### src/rtl/ltc2378_pkg.sv
// Shared definitions for the LTC2378 slave emulator and its master-side users.
package ltc2378_pkg;

    localparam int LTC_DATA_W = 20;

    // Full-scale codes; the master's overload check compares against these.
    localparam logic [LTC_DATA_W-1:0] LTC_FS_POS = 20'h7FFFF;
    localparam logic [LTC_DATA_W-1:0] LTC_FS_NEG = 20'h80000;

    typedef enum logic [1:0] {
        IDLE  = 2'd0,
        CONV  = 2'd1,
        SHIFT = 2'd2
    } ltc_state_e;

endpackage

### src/rtl/ltc2378_emulator_edge_sync.sv
// Synchronizes an asynchronous input and emits a registered one-cycle pulse on
// each rising edge.
module edge_sync #(
    parameter int SYNC_STAGES = 2
) (
    input  logic i_clk,
    input  logic i_rst_n,
    input  logic i_d,
    output logic o_rise
);

    logic [SYNC_STAGES-1:0] sync_q, sync_d;
    logic                   hist_q, hist_d;
    logic                   rise_q, rise_d;

    always_comb begin
        sync_d = {sync_q[SYNC_STAGES-2:0], i_d};
        hist_d = sync_q[SYNC_STAGES-1];
        rise_d = sync_q[SYNC_STAGES-1] & ~hist_q;
    end

    always_ff @(posedge i_clk or negedge i_rst_n) begin
        if (!i_rst_n) begin
            sync_q <= '0;
            hist_q <= 1'b0;
            rise_q <= 1'b0;
        end else begin
            sync_q <= sync_d;
            hist_q <= hist_d;
            rise_q <= rise_d;
        end
    end

    assign o_rise = rise_q;

endmodule

### src/rtl/ltc2378_emulator.sv
// Slave-side model of the LTC2378 serial interface: CNV starts a conversion,
// BUSY is held for CONV_CYCLES, then SCK rises shift the sample out on SDO.
module ltc2378_emulator
    import ltc2378_pkg::*;
#(
    parameter int DATA_W      = LTC_DATA_W,
    parameter int CONV_CYCLES = 130,
    parameter int SYNC_STAGES = 2
) (
    input  logic              i_clk,
    input  logic              i_rst_n,
    input  logic              i_cnv,
    input  logic              i_sck,
    output logic              o_busy,
    output logic              o_sdo,
    input  logic [DATA_W-1:0] i_sample,
    input  logic              i_sample_valid,
    output logic              o_sample_ready,
    output logic              o_underrun,
    output logic              o_proto_err,
    input  logic              i_clr_err
);

    localparam int CNT_W = $clog2(CONV_CYCLES + 1);
    localparam int BIT_W = $clog2(DATA_W);

    logic cnv_rise, sck_rise;

    edge_sync #(.SYNC_STAGES(SYNC_STAGES)) u_cnv_sync (
        .i_clk  (i_clk),
        .i_rst_n(i_rst_n),
        .i_d    (i_cnv),
        .o_rise (cnv_rise)
    );

    edge_sync #(.SYNC_STAGES(SYNC_STAGES)) u_sck_sync (
        .i_clk  (i_clk),
        .i_rst_n(i_rst_n),
        .i_d    (i_sck),
        .o_rise (sck_rise)
    );

    ltc_state_e        state_q, state_d;
    logic [DATA_W-1:0] shift_q, shift_d;
    logic [DATA_W-1:0] held_q, held_d;
    logic [CNT_W-1:0]  cnt_q, cnt_d;
    logic [BIT_W-1:0]  bit_q, bit_d;
    logic              busy_q, busy_d;
    logic              sdo_q, sdo_d;
    logic              ready_q, ready_d;
    logic              underrun_q, underrun_d;
    logic              proto_q, proto_d;

    logic              accept;
    logic [DATA_W-1:0] load_val;

    // CNV outside a conversion (IDLE, or aborting a partial readout) starts a new one.
    assign accept   = cnv_rise && (state_q != CONV);
    assign load_val = i_sample_valid ? i_sample : held_q;

    always_comb begin
        state_d    = state_q;
        shift_d    = shift_q;
        held_d     = held_q;
        cnt_d      = cnt_q;
        bit_d      = bit_q;
        busy_d     = busy_q;
        sdo_d      = sdo_q;
        ready_d    = 1'b0;
        underrun_d = (underrun_q & ~i_clr_err) | (accept & ~i_sample_valid);
        proto_d    = (proto_q & ~i_clr_err) |
                     ((state_q == CONV) & (cnv_rise | sck_rise));

        if (accept) begin
            shift_d = load_val;
            held_d  = load_val;
            ready_d = i_sample_valid;
            busy_d  = 1'b1;
            sdo_d   = 1'b0;
            cnt_d   = CNT_W'(CONV_CYCLES - 1);
            state_d = CONV;
        end else begin
            case (state_q)
                CONV: begin
                    if (cnt_q == '0) begin
                        busy_d  = 1'b0;
                        sdo_d   = shift_q[DATA_W-1];
                        bit_d   = BIT_W'(DATA_W - 1);
                        state_d = SHIFT;
                    end else begin
                        cnt_d = cnt_q - 1'b1;
                    end
                end
                SHIFT: begin
                    if (sck_rise) begin
                        shift_d = {shift_q[DATA_W-2:0], 1'b0};
                        if (bit_q == '0) begin
                            sdo_d   = 1'b0;
                            state_d = IDLE;
                        end else begin
                            sdo_d = shift_q[DATA_W-2];
                            bit_d = bit_q - 1'b1;
                        end
                    end
                end
                default: ;
            endcase
        end
    end

    always_ff @(posedge i_clk or negedge i_rst_n) begin
        if (!i_rst_n) begin
            state_q    <= IDLE;
            shift_q    <= '0;
            held_q     <= '0;
            cnt_q      <= '0;
            bit_q      <= '0;
            busy_q     <= 1'b0;
            sdo_q      <= 1'b0;
            ready_q    <= 1'b0;
            underrun_q <= 1'b0;
            proto_q    <= 1'b0;
        end else begin
            state_q    <= state_d;
            shift_q    <= shift_d;
            held_q     <= held_d;
            cnt_q      <= cnt_d;
            bit_q      <= bit_d;
            busy_q     <= busy_d;
            sdo_q      <= sdo_d;
            ready_q    <= ready_d;
            underrun_q <= underrun_d;
            proto_q    <= proto_d;
        end
    end

    assign o_busy         = busy_q;
    assign o_sdo          = sdo_q;
    assign o_sample_ready = ready_q;
    assign o_underrun     = underrun_q;
    assign o_proto_err    = proto_q;

endmodule
### config.mk
export PLATFORM = sky130hd
export DESIGN_NAME = ltc2378_emulator
export DESIGN_NICKNAME = d
export VERILOG_FILES = /design/src/rtl/ltc2378_pkg.sv /design/src/rtl/ltc2378_emulator_edge_sync.sv /design/src/rtl/ltc2378_emulator.sv
export SDC_FILE = /design/constraint.sdc
export NUM_CORES = 1
export LEC_CHECK = 0
export ABC_AREA = 1
export BUFFER_PORTS_ARGS = -buffer_cell sky130_fd_sc_hd__buf_2
export CAP_MARGIN = 20
export CORE_UTILIZATION = 50
export CTS_BUF_LIST = sky130_fd_sc_hd__clkbuf_16
export CTS_CLUSTER_DIAMETER = 60
export DETAILED_ROUTE_END_ITERATION = 7
export GPL_TIMING_DRIVEN = 0
export PLACE_DENSITY = 0.69
export SETUP_SLACK_MARGIN = 0.02
export SLEW_MARGIN = 30
export SYNTH_ARGS = -nofsm -noshare
export SYNTH_HDL_FRONTEND = slang
export SYNTH_HIERARCHICAL = 1
export SYNTH_SLANG_ARGS = --single-unit
### constraint.sdc
create_clock -name i_clk -period 1.54 [get_ports i_clk]
set_input_delay 0.077 -clock i_clk [delete_from_list [all_inputs] [get_ports i_clk]]
set_output_delay 0.077 -clock i_clk [all_outputs]
set_load 0.02 [all_outputs]
==> out/qor.txt, run 1 <==
=================================================================================
Yosys warning count                                                             6
TritonCTS Buffers                                                               9
Layout Utilization                                                          64.4%
Relative slew slack                                                         77.0%
Port Buffers                                                                   30
Post-layout min period                                                    1.41 ns
Placed inst area                                                       3600 sq um
Num Clock Sinks                                                                68
Peak per-stage delay on the critical path                                 0.39 ns
Number of optimization iterations in the first detailed-route pass              4
Synthesized netlist net count                                                 426
Synthesized instance count                                                    397
Leading cell types by total area after synthesis                     sky130_fd_sc_hd__dfrtp_1 51%, sky130_fd_sc_hd__nand2_1 18%, sky130_fd_sc_hd__nand3_1 3.9%
Combinational Power Share                                                   38.6%
Net switching power                                                       2.99 mW
Non-filler cells in the finished layout                                       544
Least-Margin Pin Slew                                                    0.344 ns
IR drop worst, VDD                                                     0.000887 V
Clock group share of total power                                            24.3%
Layout Area Growth over Synthesis                                           23.7%
Total global routing track utilization                                      21.3%
Leading register cell type out of synthesis                          sky130_fd_sc_hd__dfrtp_1
Internal Dissipation                                                      4.80 mW
Worst path slowest cell                                              sky130_fd_sc_hd__dfrtp_1
Most area-hungry cell type in the Yosys netlist                      sky130_fd_sc_hd__dfrtp_1
Setup total negative slack                                                   0 ns
Number of synthesized flops with an enable pin                                  0
Detailed placement HPWL                                              4380 microns
Type of the tightest min-delay check                                 primary input to flop
Total standard cell area after synthesis                               3320 sq um
Worst clock skew                                                       0.00766 ns
Total power per unit cell area                                       1890 nW/um^2
Yosys reg bits                                                                 68
Nets                                                                          491
DR DRC count                                                                    0
Post-synthesis cell type count                                                 32
Final hold viol count                                                           0
Count of maximum capacitance violations                                         0
Most numerous cell on the critical path                              sky130_fd_sc_hd__nor2_4
H-tree Lvls                                                                     3
Setup crit start kind                                                        flop
Fraction of power spent switching nets                                      38.4%
Clock Pin Slew Worst Setup and Hold Paths                                 0.06 ns
Worst path top cell family by delay                                  simple AND/OR/NAND/NOR gates
Result of the run                                                    finished, final reports clean
Proportion of layout cells with a drive suffix above 1                      22.5%
Overall overflow remaining after global route                                   0
Avg Inst Size Synth                                                    8.37 sq um
Via count of the first global-routing pass                                  2,591
Crit path required time                                                   1.75 ns
Portion of synthesized cell area occupied by the leading cell type          51.2%
Final setup violation count                                                     0
Initial antenna violation count                                                 0
Overall die width                                                    83.5 microns
Filler Cell Count                                                             568
CTS tree                                                                     done
Detailed router's first-iteration violation count                             210
Global-route wire length before repair                               11,800 microns
Critical path buffer and inverter count                                         2
Total chip power                                                          7.80 mW
LEAKAGE                                                                   2.18 nW
Aggregate routed wire length                                         6760 microns
Vertical die dimension                                               83.5 microns
Placeable core region                                                  6390 sq um
Maximum fanout along the worst path                                             5
Cell chain of the critical path                                      inv_4 -> ha_2 -> nand2_2 -> nor2_4 -> nor2_4 -> nor2_4 -> buf_4 -> o21ai_0
Share of the clock period used by the worst path                            91.7%
Worst skew pair latency                                                   0.33 ns
Arr. time, crit path                                                      1.62 ns
Critical setup path kind                                             flop to flop
Overall via count from detail_route                                         2,726
Sequential share of power                                                   37.1%
WL per Instance                                                      12.4 microns
Type of destination of the critical path                                     flop
Placer congestion estimate                                                  0.786
Routed vias/inst                                                             5.01
Buffer levels on the longest clock path                                         2
Die Area                                                               6980 sq um
Seq/Total Area, Yosys                                                       51.2%
Pin count of the biggest net entering global routing                           45
Placed Cells                                                                  505
Number of placement rows                                                       29
Number of inserted diodes                                                       0
Setup repair after global routing missed its margin                         false
Effective utilization at floorplan                                          52.1%
Post-detailed-route count of antenna-violating nets                             0
Count of boundary I/O pins                                                     31
Share of synthesized registers carrying an async set or reset                100%
Max Slew Vio Count                                                              0
Upper clock frequency limit                                             0.708 GHz
Clock root buffer master                                             sky130_fd_sc_hd__clkbuf_16
Design Area, Final                                                     4110 sq um
=================================================================================
[kinds of logic after synthesis]
| family | synth area share, % |
|---|---|
| adders and majority gates | 1.13 |
| DFF | 51.2 |
| xor gates and xnor gates | 0.527 |
| and+or+nand+nor | 32.5 |
| AOI/OAI and AO/OA | 7.11 |
| buffers and inverters | 7.53 |
[layout make-up]
class	instances	area, sq um	share of cell area (%)
Sequential cell	68	1700	41.4
Multi-Input combinational cell	277	1390	33.9
Timing Repair Buffer	54	393	9.55
Clock buffer	9	225	5.47
Inverter	38	148	3.59
Buffer	14	105	2.55
Tap cell	77	96.3	2.34
Clock inverter	7	52.6	1.28
[synthesized netlist by cell type (3+ instances only)]
master,number
sky130_fd_sc_hd__o21ai_1,11
sky130_fd_sc_hd__nand2_1,158
sky130_fd_sc_hd__inv_2,3
sky130_fd_sc_hd__o21ai_0,23
sky130_fd_sc_hd__buf_4,3
sky130_fd_sc_hd__nand4_1,6
sky130_fd_sc_hd__nor2_2,5
sky130_fd_sc_hd__inv_1,34
sky130_fd_sc_hd__nor2_1,12
sky130_fd_sc_hd__ha_1,3
sky130_fd_sc_hd__nand3_1,26
sky130_fd_sc_hd__a21oi_1,3
sky130_fd_sc_hd__nand2_4,11
sky130_fd_sc_hd__buf_2,8
sky130_fd_sc_hd__dfrtp_1,68
sky130_fd_sc_hd__nor2_4,4
[flip-flops by register name (all words and copies together) (netlist names)]
signal	flops
bit_q	5
cnt_q	8
held_q	20
o_busy	1
o_proto_err	1
o_sample_ready	1
o_sdo	1
o_underrun	1
shift_q	20
state_q	2
u_cnv_sync/hist_q	1
u_cnv_sync/o_rise	1
u_cnv_sync/sync_q	2
u_sck_sync/hist_q	1
u_sck_sync/o_rise	1
u_sck_sync/sync_q	2
[metal layers]
metal / wire, microns / GRT usage, % / vias up
met5: 0 / 0 / -
met4: 138 / 10.2 / 0
met3: 231 / 3.66 / 12
met2: 3090 / 32.9 / 52
met1: 3300 / 29.4 / 1284
li1: - / - / 1378
[worst register-to-register path, cell delays in order (launching register included)]
cell	delay [ns]
sky130_fd_sc_hd__dfrtp_1	0.39
sky130_fd_sc_hd__inv_4	0.08
sky130_fd_sc_hd__ha_2	0.17
sky130_fd_sc_hd__nand2_2	0.09
sky130_fd_sc_hd__nor2_4	0.13
sky130_fd_sc_hd__nor2_4	0.06
sky130_fd_sc_hd__nor2_4	0.15
sky130_fd_sc_hd__buf_4	0.16
sky130_fd_sc_hd__o21ai_0	0.07
[final timing paths]
path	depth (start not counted)	start	slack (ns)	endpoint
worst max-delay path	8	cnt_q[0]	0.13	cnt_q[5]
worst min-delay path	5	i_sample[17]	0.10	held_q[17]
worst max register to register	8	cnt_q[0]	0.13	cnt_q[5]
worst min register to register	0	u_cnv_sync/sync_q[0]	0.35	u_cnv_sync/sync_q[1]
max in group asynchronous	3	i_rst_n	0.81	held_q[4]
min in group asynchronous	2	i_rst_n	0.20	bit_q[1]
[through the flow]
stage	hold slack [ns]	worst slack (ns)
2_1_floorplan	-0.219	0.188
3_3_place_gp	0.186	0.0272
3_5_place_dp	0.00796	0.0167
4_1_cts	0.0902	0.0783
5_1_grt	0.136	0.0353
6_report	0.100	0.128
[placed cells by master, fill, tap and decap left out, types with 3 or more instances in the layout]
cell                            instances
sky130_fd_sc_hd__buf_4                 11
sky130_fd_sc_hd__o21ai_1               11
sky130_fd_sc_hd__buf_2                 37
sky130_fd_sc_hd__nand2_1              156
sky130_fd_sc_hd__nand2_2                4
sky130_fd_sc_hd__nand2_4               11
sky130_fd_sc_hd__nor2_1                12
sky130_fd_sc_hd__inv_1                 32
sky130_fd_sc_hd__nor2_4                 4
sky130_fd_sc_hd__dlygate4sd3_1         16
sky130_fd_sc_hd__nand4_1                6
sky130_fd_sc_hd__nor2_2                 5
sky130_fd_sc_hd__nand3_1               25
sky130_fd_sc_hd__dfrtp_1               68
sky130_fd_sc_hd__a21oi_1                3
sky130_fd_sc_hd__clkinvlp_4             4
sky130_fd_sc_hd__inv_2                  4
sky130_fd_sc_hd__clkbuf_16              9
sky130_fd_sc_hd__o21ai_0               23
[power by group through the flow]
stage / registers, mW / clock network, mW / logic, mW
final: 2.89 / 1.89 / 3.01
after global routing: 2.97 / 1.98 / 3.42
after CTS: 2.88 / 1.92 / 2.79
after detailed placement: 2.90 / 0 / 2.72
after global placement: 2.89 / 0 / 2.64
after floorplan: 2.87 / 0 / 2.12
[repair_timing]
| action | CTS | global route |
|---|---|---|
| pin swaps | 0 | 3 |
| gates resized for setup | 2 | 7 |
| buffers inserted | 0 | 6 |
| gates cloned | 0 | 1 |
| endpoints found under the hold margin | 42 | 0 |
| hold buffers | 16 | 0 |
| setup endpoints to repair | 8 | 15 |
(Power assumes the default switching activity.)
==> inputs of run 2 (changes only) <==
--- a/config.mk
+++ b/config.mk
@@ -14,6 +14,7 @@
 export DETAILED_ROUTE_END_ITERATION = 7
 export GPL_TIMING_DRIVEN = 0
 export PLACE_DENSITY = 0.69
+export RECOVER_POWER = 25
 export SETUP_SLACK_MARGIN = 0.02
 export SLEW_MARGIN = 30
 export SYNTH_ARGS = -nofsm -noshare
==> out/qor.txt, run 2 (synthesized netlist as in run 1, its figures left out) <==
=================================================================================
Num Clock Sinks                                                                68   unchanged
Worst slack on hold paths                                                0.100 ns   unchanged
Cell chain of the critical path                                      inv_4 -> ha_2 -> nand2_2 -> nor2_4 -> nor2_4 -> nor2_4 -> buf_4 -> o21ai_0
Clock root buffer master                                             sky130_fd_sc_hd__clkbuf_16
Type of destination of the critical path                                     flop
Worst skew pair latency                                                   0.33 ns   about the same
Final hold viol count                                                           0   unchanged
Count of cells along the worst hold path                                        5   unchanged
Leading cell type in the layout, fill and taps excluded              sky130_fd_sc_hd__nand2_1
Initial antenna violation count                                                 0   unchanged
WL per Instance                                                      12.4 microns   about the same
Vertical die dimension                                               83.5 microns   unchanged
Aggregate routed wire length                                         6760 microns   about the same
Setup crit start kind                                                        flop
Layout Area Growth over Synthesis                                           23.7%   about the same
Internal Dissipation                                                      4.80 mW   about the same
Peak per-stage delay on the critical path                                 0.39 ns   about the same
Number of inserted diodes                                                       0   unchanged
Startpoint of the worst hold path                                    i_sample[17]
Largest regs                                                         held_q (20), shift_q (20), cnt_q (8)
Total global routing track utilization                                      21.3%   unchanged
Overall die width                                                    83.5 microns   unchanged
Setup total negative slack                                                   0 ns   unchanged
CTS tree                                                                     done
Terminating pin of the worst hold path                                 held_q[17]
Maximum fanout along the worst path                                             5   unchanged
Share of the clock period used by the worst path                            91.7%   about the same
Proportion of layout cells with a drive suffix above 1                      22.5%   unchanged
Upper clock frequency limit                                             0.708 GHz   about the same
Arr. time, crit path                                                      1.62 ns   about the same
Type of the tightest min-delay check                                 primary input to flop
Nets                                                                          491   unchanged
Met2 track utilization from global routing                                  32.9%   unchanged
Count of maximum capacitance violations                                         0   unchanged
Effective utilization at floorplan                                          52.1%   unchanged
Setup repair after global routing missed its margin                         false
H-tree Lvls                                                                     3   unchanged
Pin count of the biggest net entering global routing                           45   unchanged
Filler Cell Count                                                             569   +0.18%
Clock group share of total power                                            24.3%   about the same
LEAKAGE                                                                   2.18 nW   about the same
Least-Margin Pin Slew                                                    0.669 ns   +0.325 ns
Max Slew Vio Count                                                              0   unchanged
Worst clock skew                                                       0.00766 ns   unchanged
Fraction of power spent switching nets                                      38.4%   about the same
Detailed placement HPWL                                              4380 microns   unchanged
Routed vias/inst                                                             5.01   unchanged
Number of placement rows                                                       29   unchanged
Result of the run                                                    finished, final reports clean
Port Buffers                                                                   30   unchanged
Number of optimization iterations in the first detailed-route pass              4   unchanged
Count of boundary I/O pins                                                     31   unchanged
Sequential share of power                                                   37.1%   about the same
Worst path slowest cell                                              sky130_fd_sc_hd__dfrtp_1
Die Area                                                               6980 sq um   unchanged
Routing usage on met3                                                       3.66%   unchanged
Leading cell types in the layout, fill and taps excluded             156 x sky130_fd_sc_hd__nand2_1, 68 x sky130_fd_sc_hd__dfrtp_1, 37 x sky130_fd_sc_hd__buf_2, 32 x sky130_fd_sc_hd__inv_1, 25 x sky130_fd_sc_hd__nand3_1
Critical setup path kind                                             flop to flop
Net switching power                                                       2.99 mW   about the same
Global-route wire length before repair                               11,800 microns   unchanged
Most utilized layer in the global route result                               met2
Crit path depth                                                                 8   unchanged
Final setup violation count                                                     0   unchanged
IR drop worst, VDD                                                     0.000887 V   about the same
Post-detailed-route count of antenna-violating nets                             0   unchanged
R2r setup slk                                                             0.13 ns   about the same
TritonCTS Buffers                                                               9   unchanged
Met1 capacity usage during global routing                                   29.4%   unchanged
Critical path buffer and inverter count                                         2   unchanged
Start of the worst register-to-register path                             cnt_q[0]
Destination of the worst register-to-register timing path                cnt_q[5]
Crit path required time                                                   1.75 ns   about the same
FF-to-FF path depth                                                             8   unchanged
Combinational Power Share                                                   38.6%   about the same
Worst path top cell family by delay                                  simple AND/OR/NAND/NOR gates
Via count of the first global-routing pass                                  2,591   unchanged
Placeable core region                                                  6390 sq um   unchanged
Relative slew slack                                                         55.4%   -22 points
DR DRC count                                                                    0   unchanged
Clock Pin Slew Worst Setup and Hold Paths                                 0.06 ns   about the same
Overall via count from detail_route                                         2,726   unchanged
Detailed router's first-iteration violation count                             210   unchanged
Total power per unit cell area                                       1900 nW/um^2   about the same
Placer congestion estimate                                                  0.786   unchanged
Overall overflow remaining after global route                                   0   unchanged
Post-layout min period                                                    1.41 ns   -0.000109 ns
Source of the critical timing path                                       cnt_q[0]
Most numerous cell on the critical path                              sky130_fd_sc_hd__nor2_4
Buffer levels on the longest clock path                                         2   unchanged
=================================================================================
run 2: cell types whose count changed in the layout (fill, tap and decap cells not counted):
cell / before / now
sky130_fd_sc_hd__buf_4: 11 / 10
sky130_fd_sc_hd__clkbuf_2: 0 / 1
run 2: tightest hold or removal path, delay by kind of cell:
| kind | cells | cell delay, ns |
|---|---|---|
| AOI/OAI and AO/OA | 2 | 0.14 |
| and+or+nand+nor | 2 | 0.10 |
| buffers and inverters | 1 | 0.07 |
run 2: cell type report:
cell class	count	area [sq um]	area share [%]
sequential	68	1700	41.4
multi-input combinational	277	1390	33.9
tap	77	96.3	2.34
buffer	14	105	2.56
inverter	38	148	3.59
clock buffer	9	225	5.48
timing repair buffer	54	390	9.49
clock inverter	7	52.6	1.28
run 2: power by group through the flow:
stage | sequential (mW) | clock [mW] | combinational [mW]
detailed placement | 2.90 | 0 | 2.72
floorplan | 2.87 | 0 | 2.12
finish | 2.89 | 1.89 | 3.01
CTS | 2.88 | 1.92 | 2.79
global placement | 2.89 | 0 | 2.64
global route | 2.97 | 1.98 | 3.42
run 2: layer usage:
layer	part of all wire, %	routed length [microns]
met2	46	3090
met4	2.0	138
met1	49	3300
met3	3.4	231
met5	0	0
run 2: worst max path at each step:
stage                       endpoint  slack [ns]
after global placement     held_q[2]        0.03
after detailed placement  state_q[0]        0.02
after CTS                   bit_q[3]        0.08
final                       cnt_q[5]        0.13
after global routing        bit_q[3]        0.04
after floorplan             cnt_q[5]        0.19
run 2: timing repair:
| item | CTS | global route |
|---|---|---|
| gates cloned | 0 | 1 |
| pin swaps | 0 | 3 |
| hold buffers | 16 | 0 |
| endpoints found under the hold margin | 42 | 0 |
| endpoints found under the setup margin | 8 | 15 |
| gates resized for setup | 2 | 7 |
| setup buffers | 0 | 6 |
run 2: stage by stage:
step           total power, mW  setup WS [ns]  utilization [%]  std cells  instance area, sq um
2_1_floorplan             4.99          0.188                -        397                  3320
4_1_cts                   7.59         0.0783             63.3        537                  4040
5_1_grt                   8.37         0.0353             64.4        544                  4110
3_5_place_dp              5.63         0.0167             56.4        505                  3600
6_report                  7.79          0.128             64.4        544                  4110
3_3_place_gp              5.53         0.0272             55.9        504                  3570
